<file path="src/rtl/mem_fpu_arbiter_pkg.sv">
// Shared constants and types for the multi-channel FPU MMIO arbiter:
// register offsets, status bit positions and the per-channel FSM state.
package mem_fpu_arbiter_pkg;

    localparam logic [1:0] REG_A   = 2'd0;
    localparam logic [1:0] REG_B   = 2'd1;
    localparam logic [1:0] REG_CMD = 2'd2;
    localparam logic [1:0] REG_RES = 2'd3;

    localparam int STAT_BUSY    = 0;
    localparam int STAT_DONE    = 1;
    localparam int STAT_ERR     = 2;
    localparam int STAT_TIMEOUT = 3;
    localparam int STAT_W       = 4;

    localparam logic [31:0] TIMEOUT_RESULT = 32'hFFFF_FFFF;

    typedef enum logic [1:0] {
        IDLE   = 2'd0,
        LAUNCH = 2'd1,
        WAIT   = 2'd2
    } fsm_state_e;

    // Width of a channel index; a single channel still needs one bit.
    function automatic int chan_idx_w(input int n);
        return (n > 1) ? $clog2(n) : 1;
    endfunction

endpackage

</file>
<file path="src/rtl/mem_fpu_arbiter_n_channel.sv">
// One FPU channel: operand/command/result registers, the launch/wait FSM
// and its timeout counter.
module fpu_channel_ctrl
    import mem_fpu_arbiter_pkg::*;
#(
    parameter int OP_W    = 3,
    parameter int TIMEOUT = 1024
) (
    input  logic              clk,
    input  logic              rst_n,
    input  logic              wr_a_i,
    input  logic              wr_b_i,
    input  logic              wr_cmd_i,
    input  logic [31:0]       wr_data_i,
    input  logic              rd_res_i,
    input  logic              fpu_done_i,
    input  logic [31:0]       fpu_result_i,
    output logic              fpu_start_o,
    output logic [OP_W-1:0]   fpu_op_o,
    output logic [31:0]       fpu_a_o,
    output logic [31:0]       fpu_b_o,
    output logic [STAT_W-1:0] status_o,
    output logic [31:0]       result_o
);

    localparam int                 TIMER_W    = $clog2(TIMEOUT);
    localparam logic [TIMER_W-1:0] TIMER_LAST = TIMER_W'(TIMEOUT - 1);

    fsm_state_e         state_q, state_d;
    logic [OP_W-1:0]    op_q, op_d;
    logic [31:0]        a_q, a_d;
    logic [31:0]        b_q, b_d;
    logic [31:0]        result_q, result_d;
    logic [TIMER_W-1:0] timer_q, timer_d;
    logic               done_q, done_d;
    logic               err_q, err_d;
    logic               to_q, to_d;

    // NOTE: state is updated only with non-blocking assignments so every flop
    // samples the pre-edge value of every other flop.
    always_ff @(posedge clk or negedge rst_n) begin
        if (!rst_n) begin
            state_q  <= IDLE;
            op_q     <= '0;
            a_q      <= '0;
            b_q      <= '0;
            result_q <= '0;
            timer_q  <= '0;
            done_q   <= 1'b0;
            err_q    <= 1'b0;
            to_q     <= 1'b0;
        end else begin
            state_q  <= state_d;
            op_q     <= op_d;
            a_q      <= a_d;
            b_q      <= b_d;
            result_q <= result_d;
            timer_q  <= timer_d;
            done_q   <= done_d;
            err_q    <= err_d;
            to_q     <= to_d;
        end
    end

    // NOTE: every _d gets its hold value first, so no branch can infer a latch.
    always_comb begin
        state_d  = state_q;
        op_d     = op_q;
        a_d      = wr_a_i ? wr_data_i : a_q;
        b_d      = wr_b_i ? wr_data_i : b_q;
        result_d = result_q;
        timer_d  = timer_q;
        done_d   = rd_res_i ? 1'b0 : done_q;
        err_d    = err_q;
        to_d     = to_q;

        case (state_q)
            IDLE: begin
                if (wr_cmd_i) begin
                    op_d    = wr_data_i[OP_W-1:0];
                    done_d  = 1'b0;
                    err_d   = 1'b0;
                    to_d    = 1'b0;
                    state_d = LAUNCH;
                end
            end
            LAUNCH: begin
                timer_d = '0;
                state_d = WAIT;
                if (wr_cmd_i) err_d = 1'b1;
            end
            WAIT: begin
                timer_d = timer_q + TIMER_W'(1);
                if (wr_cmd_i) err_d = 1'b1;
                // A real completion on the last cycle beats the timeout.
                if (fpu_done_i) begin
                    result_d = fpu_result_i;
                    done_d   = 1'b1;
                    state_d  = IDLE;
                end else if (timer_q == TIMER_LAST) begin
                    result_d = TIMEOUT_RESULT;
                    done_d   = 1'b1;
                    err_d    = 1'b1;
                    to_d     = 1'b1;
                    state_d  = IDLE;
                end
            end
            default: state_d = IDLE;
        endcase
    end

    always_comb begin
        status_o               = '0;
        status_o[STAT_BUSY]    = (state_q != IDLE);
        status_o[STAT_DONE]    = done_q;
        status_o[STAT_ERR]     = err_q;
        status_o[STAT_TIMEOUT] = to_q;
        fpu_start_o            = (state_q == LAUNCH);
    end

    assign fpu_op_o = op_q;
    assign fpu_a_o  = a_q;
    assign fpu_b_o  = b_q;
    assign result_o = result_q;

endmodule

</file>
<file path="src/rtl/mem_fpu_arbiter_n.sv">
// CPU/dmem arbiter exposing NUM_FPU FPU channels in an MMIO window; all other
// accesses pass straight through to data memory.
module mem_fpu_arbiter_n
    import mem_fpu_arbiter_pkg::*;
#(
    parameter int          NUM_FPU   = 2,
    parameter logic [31:0] MMIO_BASE = 32'hF000_0000,
    parameter int          OP_W      = 3,
    parameter int          TIMEOUT   = 1024
) (
    input  logic                    clock,
    input  logic                    reset_n,
    input  logic [31:0]             io_cpu_rdAddress,
    output logic [31:0]             io_cpu_rdData,
    input  logic [31:0]             io_cpu_wrAddress,
    input  logic [31:0]             io_cpu_wrData,
    input  logic [3:0]              io_cpu_wrEnable,
    output logic [31:0]             io_dmem_rdAddress,
    input  logic [31:0]             io_dmem_rdData,
    output logic [31:0]             io_dmem_wrAddress,
    output logic [31:0]             io_dmem_wrData,
    output logic [3:0]              io_dmem_wrEnable,
    output logic [NUM_FPU-1:0]      io_fpu_start,
    output logic [NUM_FPU*OP_W-1:0] io_fpu_op,
    output logic [NUM_FPU*32-1:0]   io_fpu_a,
    output logic [NUM_FPU*32-1:0]   io_fpu_b,
    input  logic [NUM_FPU*32-1:0]   io_fpu_result,
    input  logic [NUM_FPU-1:0]      io_fpu_done
);

    localparam int CH_W = chan_idx_w(NUM_FPU);

    logic [27:0]     wr_off, rd_off;
    logic            wr_hit, rd_hit, wr_full;
    logic [CH_W-1:0] wr_ch, rd_ch;
    logic [1:0]      wr_reg, rd_reg;

    logic [STAT_W-1:0] ch_status [NUM_FPU];
    logic [31:0]       ch_result [NUM_FPU];

    logic        rd_hit_q, rd_hit_d;
    logic [31:0] rd_data_q, rd_data_d;

    // Unsigned offset in 16-byte units; addresses below the base wrap to large values.
    assign wr_off  = io_cpu_wrAddress[31:4] - MMIO_BASE[31:4];
    assign rd_off  = io_cpu_rdAddress[31:4] - MMIO_BASE[31:4];
    assign wr_hit  = (wr_off < 28'(NUM_FPU));
    assign rd_hit  = (rd_off < 28'(NUM_FPU));
    assign wr_ch   = wr_off[CH_W-1:0];
    assign rd_ch   = rd_off[CH_W-1:0];
    assign wr_reg  = io_cpu_wrAddress[3:2];
    assign rd_reg  = io_cpu_rdAddress[3:2];
    assign wr_full = wr_hit && (io_cpu_wrEnable == 4'hF);

    assign io_dmem_rdAddress = io_cpu_rdAddress;
    assign io_dmem_wrAddress = io_cpu_wrAddress;
    assign io_dmem_wrData    = io_cpu_wrData;
    assign io_dmem_wrEnable  = wr_hit ? 4'h0 : io_cpu_wrEnable;

    for (genvar c = 0; c < NUM_FPU; c++) begin : g_ch
        logic sel_wr, sel_rd;
        assign sel_wr = wr_full && (wr_ch == CH_W'(c));
        assign sel_rd = rd_hit && (rd_ch == CH_W'(c));

        fpu_channel_ctrl #(
            .OP_W    (OP_W),
            .TIMEOUT (TIMEOUT)
        ) u_ch (
            .clk          (clock),
            .rst_n        (reset_n),
            .wr_a_i       (sel_wr && (wr_reg == REG_A)),
            .wr_b_i       (sel_wr && (wr_reg == REG_B)),
            .wr_cmd_i     (sel_wr && (wr_reg == REG_CMD)),
            .wr_data_i    (io_cpu_wrData),
            .rd_res_i     (sel_rd && (rd_reg == REG_RES)),
            .fpu_done_i   (io_fpu_done[c]),
            .fpu_result_i (io_fpu_result[c*32 +: 32]),
            .fpu_start_o  (io_fpu_start[c]),
            .fpu_op_o     (io_fpu_op[c*OP_W +: OP_W]),
            .fpu_a_o      (io_fpu_a[c*32 +: 32]),
            .fpu_b_o      (io_fpu_b[c*32 +: 32]),
            .status_o     (ch_status[c]),
            .result_o     (ch_result[c])
        );
    end

    // The MMIO value is snapshotted on the address cycle, so a RESULT read that
    // coincides with a completion returns the pre-completion result.
    always_comb begin
        rd_hit_d  = rd_hit;
        rd_data_d = '0;
        if (rd_hit) begin
            case (rd_reg)
                REG_CMD: rd_data_d = 32'(ch_status[rd_ch]);
                REG_RES: rd_data_d = ch_result[rd_ch];
                default: rd_data_d = '0;
            endcase
        end
    end

    always_ff @(posedge clock or negedge reset_n) begin
        if (!reset_n) begin
            rd_hit_q  <= 1'b0;
            rd_data_q <= '0;
        end else begin
            rd_hit_q  <= rd_hit_d;
            rd_data_q <= rd_data_d;
        end
    end

    // Reset also masks the dmem path so the CPU sees zero while held in reset.
    assign io_cpu_rdData = !reset_n ? 32'h0 : (rd_hit_q ? rd_data_q : io_dmem_rdData);

endmodule

</file>
<file path="config.mk">
export PLATFORM = sky130hd
export DESIGN_NAME = mem_fpu_arbiter_n
export DESIGN_NICKNAME = d
export VERILOG_FILES = /design/src/rtl/mem_fpu_arbiter_pkg.sv /design/src/rtl/mem_fpu_arbiter_n_channel.sv /design/src/rtl/mem_fpu_arbiter_n.sv
export SDC_FILE = /design/constraint.sdc
export NUM_CORES = 1
export LEC_CHECK = 0
export CORE_AREA = 2 2 183 185
export CTS_BUF_LIST = sky130_fd_sc_hd__clkbuf_16
export CTS_CLUSTER_SIZE = 24
export DETAILED_ROUTE_END_ITERATION = 10
export DIE_AREA = 0 0 185 187
export GPL_TIMING_DRIVEN = 0
export PLACE_DENSITY = 0.69
export SYNTH_ARGS = -nofsm -noshare
export SYNTH_HDL_FRONTEND = slang
export SYNTH_HIERARCHICAL = 1
export SYNTH_SLANG_ARGS = --single-unit
</file>
<file path="constraint.sdc">
create_clock -name clock -period 2.8 [get_ports clock]
set_clock_uncertainty 0.1 [all_clocks]
set_input_delay 0.42 -clock clock [delete_from_list [all_inputs] [get_ports clock]]
set_output_delay 0.42 -clock clock [all_outputs]
set_load 0.03 [all_outputs]
</file>
# After elaboration in Yosys (flattened, before gate mapping)
# Index checks and enable logic that the tools add are counted.
word_totals:
  ff_bits: 261
  inputBits: 200
  elab_cells: 136
op_classes:
  add_sub_neg: 4
  order_cmp: 3
  eq_ne: 19
  muxes: 51
  bitwise_logic: 3
  reduce_logical: 36
op_table:
  columns: ["operator", "count"]
  rows:
  - ["$mux 32", 10]
  - ["$pmux 32 s2", 1]
  - ["$lt 28x2->1 const B", 2]
  - ["$sub 28x28->28 const B", 2]
  - ["$pmux 10 s2", 2]
  - ["$add 10x1->10 const B", 2]
  - ["$eq 10x10->1 const B", 2]
  - ["$mux 1", 20]
  - ["$mux 4", 4]
  - ["$reduce_and 2->1", 8]
  - ["$reduce_bool 2->1", 8]
  - ["$logic_and 1x1->1", 13]
  - ["$mux 2", 6]
  - ["$pmux 2 s3", 2]
  - ["$eq 2x2->1 const B", 5]
  - ["$ne 2x1->1 const B", 4]
  - ["$pmux 1 s2", 4]
  - ["$reduce_and 4->1", 2]
  - ["$eq 2x1->1 const B", 3]
  - ["$logic_not 2->1", 3]
  - ["$ne 3x2->1 const B", 2]
  - ["$pmux 1 s3", 2]
  - ["$reduce_bool 3->1", 2]
  - ["$eq 4x4->1 const B", 1]
  - ["other kinds (4)", 6]

# Depth between registers and ports, before layout
depth:
  ltp_word: 9
  mapped_depth: 8
  mapped_depth_nobuf: 7

# By module
# The synthesis kept the hierarchy.
modules_own_cells:
  columns: ["module", "n_inst", "cells_each", "area_each_um2"]
  rows:
  - ["fpu_channel_ctrl", 2, 312, 4533.1]
  - ["mem_fpu_arbiter_n", 1, 323, 3154.3]

# Worst setup path before layout
# No wires, ideal clock.
synth_path:
  path_type: "input-to-reg"
  start: "in io_cpu_wrAddress[22]"
  end: "reg g_ch[0].u_ch.state_q[1]"
  setup_ns: 0.125
  arrival_ns: 2.120
  slack_ns: 0.456
  path_stages: 6
  n_path_buf: 0
  cell_sequence: "nor4_1 -> nand4_2 -> nor4_1 -> nor2b_1 -> a21oi_1 -> mux2_2"
synth_via:
  elab_chain_len: 7
synth_rtl:
  columns: ["element", "line_no", "source"]
  rows:
  - ["start: declaration", "mem_fpu_arbiter_n.sv:15", "input logic [31:0] io_cpu_wrAddress,"]
  - ["$sub 28x28->28", "mem_fpu_arbiter_n.sv:45", "assign wr_off = io_cpu_wrAddress[31:4] - MMIO_BASE[31:4];"]
  - ["$lt 28x2->1", "mem_fpu_arbiter_n.sv:47", "assign wr_hit = (wr_off < 28'(NUM_FPU));"]
  - ["$logic_and 1x1->1", "mem_fpu_arbiter_n.sv:53", "assign wr_full = wr_hit && (io_cpu_wrEnable == 4'hF);"]
  - ["$logic_and 1x1->1", "mem_fpu_arbiter_n.sv:62", "assign sel_wr = wr_full && (wr_ch == CH_W'(c));"]
  - ["$logic_and 1x1->1", "mem_fpu_arbiter_n.sv:73", ".wr_cmd_i (sel_wr && (wr_reg == REG_CMD)),"]
  - ["$ne 2x1->1 (no source line)", null, null]
  - ["$reduce_and 2->1 (no source line)", null, null]
  - ["end signal: assignment", "mem_fpu_arbiter_n_channel.sv:53", "state_q <= state_d;"]
  - ["end: declaration", "mem_fpu_arbiter_n_channel.sv:29", "fsm_state_e state_q, state_d;"]
# No other way between the ends.
# A chain may end at the register's enable or synchronous reset.

# Final worst setup path
layout_path:
  start: "in io_cpu_wrAddress[19]"
  end: "out io_dmem_wrEnable[0]"
layout_via:
  elab_chain_len: 3
layout_rtl:
  columns: ["element", "line_no", "source"]
  rows:
  - ["$sub 28x28->28", "mem_fpu_arbiter_n.sv:45", null]
  - ["$lt 28x2->1", "mem_fpu_arbiter_n.sv:47", null]
  - ["$mux 4", "mem_fpu_arbiter_n.sv:58", "assign io_dmem_wrEnable = wr_hit ? 4'h0 : io_cpu_wrEnable;"]
  - ["end: declaration", "mem_fpu_arbiter_n.sv:22", "output logic [3:0] io_dmem_wrEnable,"]
# No other way between the ends.

==> results by group <==
Die
  • Die height: 187 um
  • Rows: 67
  • Die W: 185 um
  • Die area: 0.0346 mm2
  • Initial core utilization: 37.2%
  • Core area: 0.0329 mm2
  • Boundary pin count: 468

Clocking
  • TritonCTS clock tree: done
  • Clock latency at the later pin of the worst-skew pair: 0.54 ns
  • Cts bufs inserted: 28
  • Sink Count: 261
  • Worst-path clk slew: 0.06 ns
  • CTS root buf: clkbuf_16
  • H-tree Lvls: 1
  • Clock tree buffer depth: 3

Global routing
  • Total GRT Usage: 20.6%
  • Vias in the first global route: 9,853
  • GRT Residual Overflow: 0
  • Largest net degree at the start of global routing: 112
  • First-pass GRT wire length: 55,900 um
  • Initial antenna violation count: 1

Timing
  • Hold Vio Cnt, Final: 0
  • Worst-margin pin slew: 0.711 ns
  • Post-route minimum period: 2.73 ns
  • Period utilization: 97.4%
  • Setup TNS: 0 ns
  • Minimum hold slack: 0.389 ns
  • Final setup viols: 0
  • Relative slew slack: 52.2%
  • RSZ-0062 raised after global routing: no
  • Final max-slew violation count: 0
  • Peak Freq: 367 MHz

Placed design
  • Final GP Congestion: 0.788
  • Placed instance area: 0.0175 mm2
  • Port Buffers: 462
  • Detailed placer's ending HPWL: 27,000 um

Routing
  • Avg WL per Cell: 18.7 um
  • Final ANT Viol Nets: 0
  • Routed vias/inst: 4.81
  • Router iterations before antenna repair: 4
  • Routed via count: 9,217
  • Post-route DRC: 0
  • Final WL: 35,800 um
  • Number of DRC markers in iteration 0: 384

Yosys
  • Syn_area_per_cell: 12.9 um2
  • Async S/R FF share, synth: 100%
  • Post-Synthesis Cells: 947
  • Netlist cell types: 48
  • Number of flops mapped to enable cells by yosys: 0
  • Post-Synthesis Net Count: 1,155
  • #FFs+latches synth: 261
  • Cell area after synthesis: 0.0122 mm2
  • Post-synthesis sequential area ratio: 53.4%
  • Yosys Warn Count: 6
  • Ys flop type: dfrtp_1

Cells and area
  • Area delta synth->final: 50.6%
  • Fraction of layout cells with a size suffix above 1: 29.6%
  • Commonest non-fill, non-tap cell in the layout: clkdlybuf4s50_1
  • Final core occ: 56.0%
  • Final Cell Area: 0.0184 mm2
  • Most frequent cells in the layout: clkdlybuf4s50_1 (427), dfrtp_1 (261), mux2_2 (136), buf_4 (116), o22a_2 (62)
  • Fin nets: 1,655

Critical path
  • CP Cell Sequence: clkdlybuf4s50_1 -> nor4_2 -> nand3_2 -> buf_4 -> o21a_1 -> dlygate4sd2_1
  • Reg2reg path depth: 5
  • Setup slack, reg-to-reg: 0.88 ns
  • Crit end category: output port
  • Worst path max stage delay: 0.44 ns
  • Worst EP required: 2.28 ns
  • Worst Setup Start Kind: primary input
  • FF-to-FF End: g_ch[0].u_ch/state_q[1]
  • Reg2reg start: g_ch[0].u_ch/timer_q[0]
  • Slowest CP cell: clkdlybuf4s50_1
  • CP max FO: 5
  • WP data arrival: 2.21 ns
  • Critical Setup Path Class: in -> out

Power and ir drop
  • P per Cell Area: 448 mW/mm2
  • VDD IR max: 0.000339 V
  • P_leak: 0.00822 uW

Outcome
  • Status: finished, final reports clean

Flow run
  • Max-cap viol count: 0

Hold path
  • Hold WC Path Type: in -> async
worst max-delay path by stage:
stage / from / to / depth (start not counted)
after detailed placement: io_cpu_wrAddress[22] / g_ch[0].u_ch/fpu_op_o[2] / 6
after global placement: reset_n / g_ch[0].u_ch/fpu_a_o[3] / 1
after floorplan: io_cpu_wrAddress[22] / g_ch[0].u_ch/state_q[1] / 6
after CTS: rd_hit_q / io_cpu_rdData[12] / 5
final: io_cpu_wrAddress[19] / io_dmem_wrEnable[0] / 6
after global routing: io_cpu_wrAddress[19] / io_dmem_wrEnable[0] / 6
synth_stat cells (all sizes together) (9+ instances only):
master	instances	share of area, %
nor4	14	0.92
nand4	9	0.56
nor2b	44	2.3
nand2	19	0.58
dfrtp	261	53
nand3	12	0.49
a22oi	28	1.7
nor3	39	2.7
buf	136	8.4
nor2	14	0.43
clkbuf	18	0.55
inv	20	0.61
o22a	64	5.2
a21oi	18	0.74
mux2i	34	2.8
o21ai	16	0.66
mux2	136	13
power by group:
| group | switching, uW | internal, uW |
|---|---|---|
| clock | 1470 | 1990 |
| combinational | 486 | 514 |
| sequential | 0.708 | 3770 |
registers in the layout, indices dropped and copies added (netlist names):
signal,count
g_ch.u_ch/timer_q,20
rd_data_q,32
g_ch.u_ch/fpu_a_o,64
g_ch.u_ch/result_o,64
g_ch.u_ch/err_q,2
g_ch.u_ch/fpu_op_o,6
g_ch.u_ch/done_q,2
g_ch.u_ch/to_q,2
g_ch.u_ch/state_q,4
g_ch.u_ch/fpu_b_o,64
rd_hit_q,1
logic make-up after synthesis:
group,synth area share [%]
xor+xnor,0.287
buf+inv,9.61
flops,53.4
compound gates,9.81
fa+ha+maj,0.819
mux,16.1
simple gates,9.97
critical path: cells and delay by family:
| kind | cells | cell delay, ns |
|---|---|---|
| buffers and inverters | 3 | 1.00 |
| AND/OR/NAND/NOR | 2 | 0.61 |
| AO/OA/AOI/OAI | 1 | 0.17 |
metal layers:
metal  GRT usage (%)  share of wire (%)  up-vias
met4            4.49                1.8        0
met2            35.7                 49      326
li1                -                  -     4337
met5               0                  0        -
met3            6.52                9.2       45
met1            24.9                 40     4509
timing repair:
action | CTS | global route
endpoints found under the setup margin | 47 | 3
hold buffers | 2 | 0
cloned | 0 | 0
resized for setup | 43 | 1
pin swaps | 2 | 0
buffers inserted | 4 | 0
hold endpoints to repair | 41 | 0
layout make-up:
type | count | area (um2)
antenna | 1 | 2.50
buffer | 154 | 1110
clock buffer | 28 | 701
clock inverter | 23 | 164
fill | 2809 | 14500
inverter | 20 | 75.1
multi-input combinational | 512 | 4560
sequential | 261 | 6530
tap | 448 | 561
timing repair buffer | 470 | 4700
per-stage QoR:
| stage | power (uW) | worst slack, ns | std cells |
|---|---|---|---|
| after floorplan | 4220 | 0.456 | 947 |
| after global placement | 4850 | -10.28 | 1857 |
| after detailed placement | 4860 | -0.943 | 1859 |
| after CTS | 8370 | 0.0300 | 1916 |
| after global routing | 8590 | 0.000399 | 1916 |
| final | 8240 | 0.0721 | 1917 |
Power figures use the tool's default switching activity.
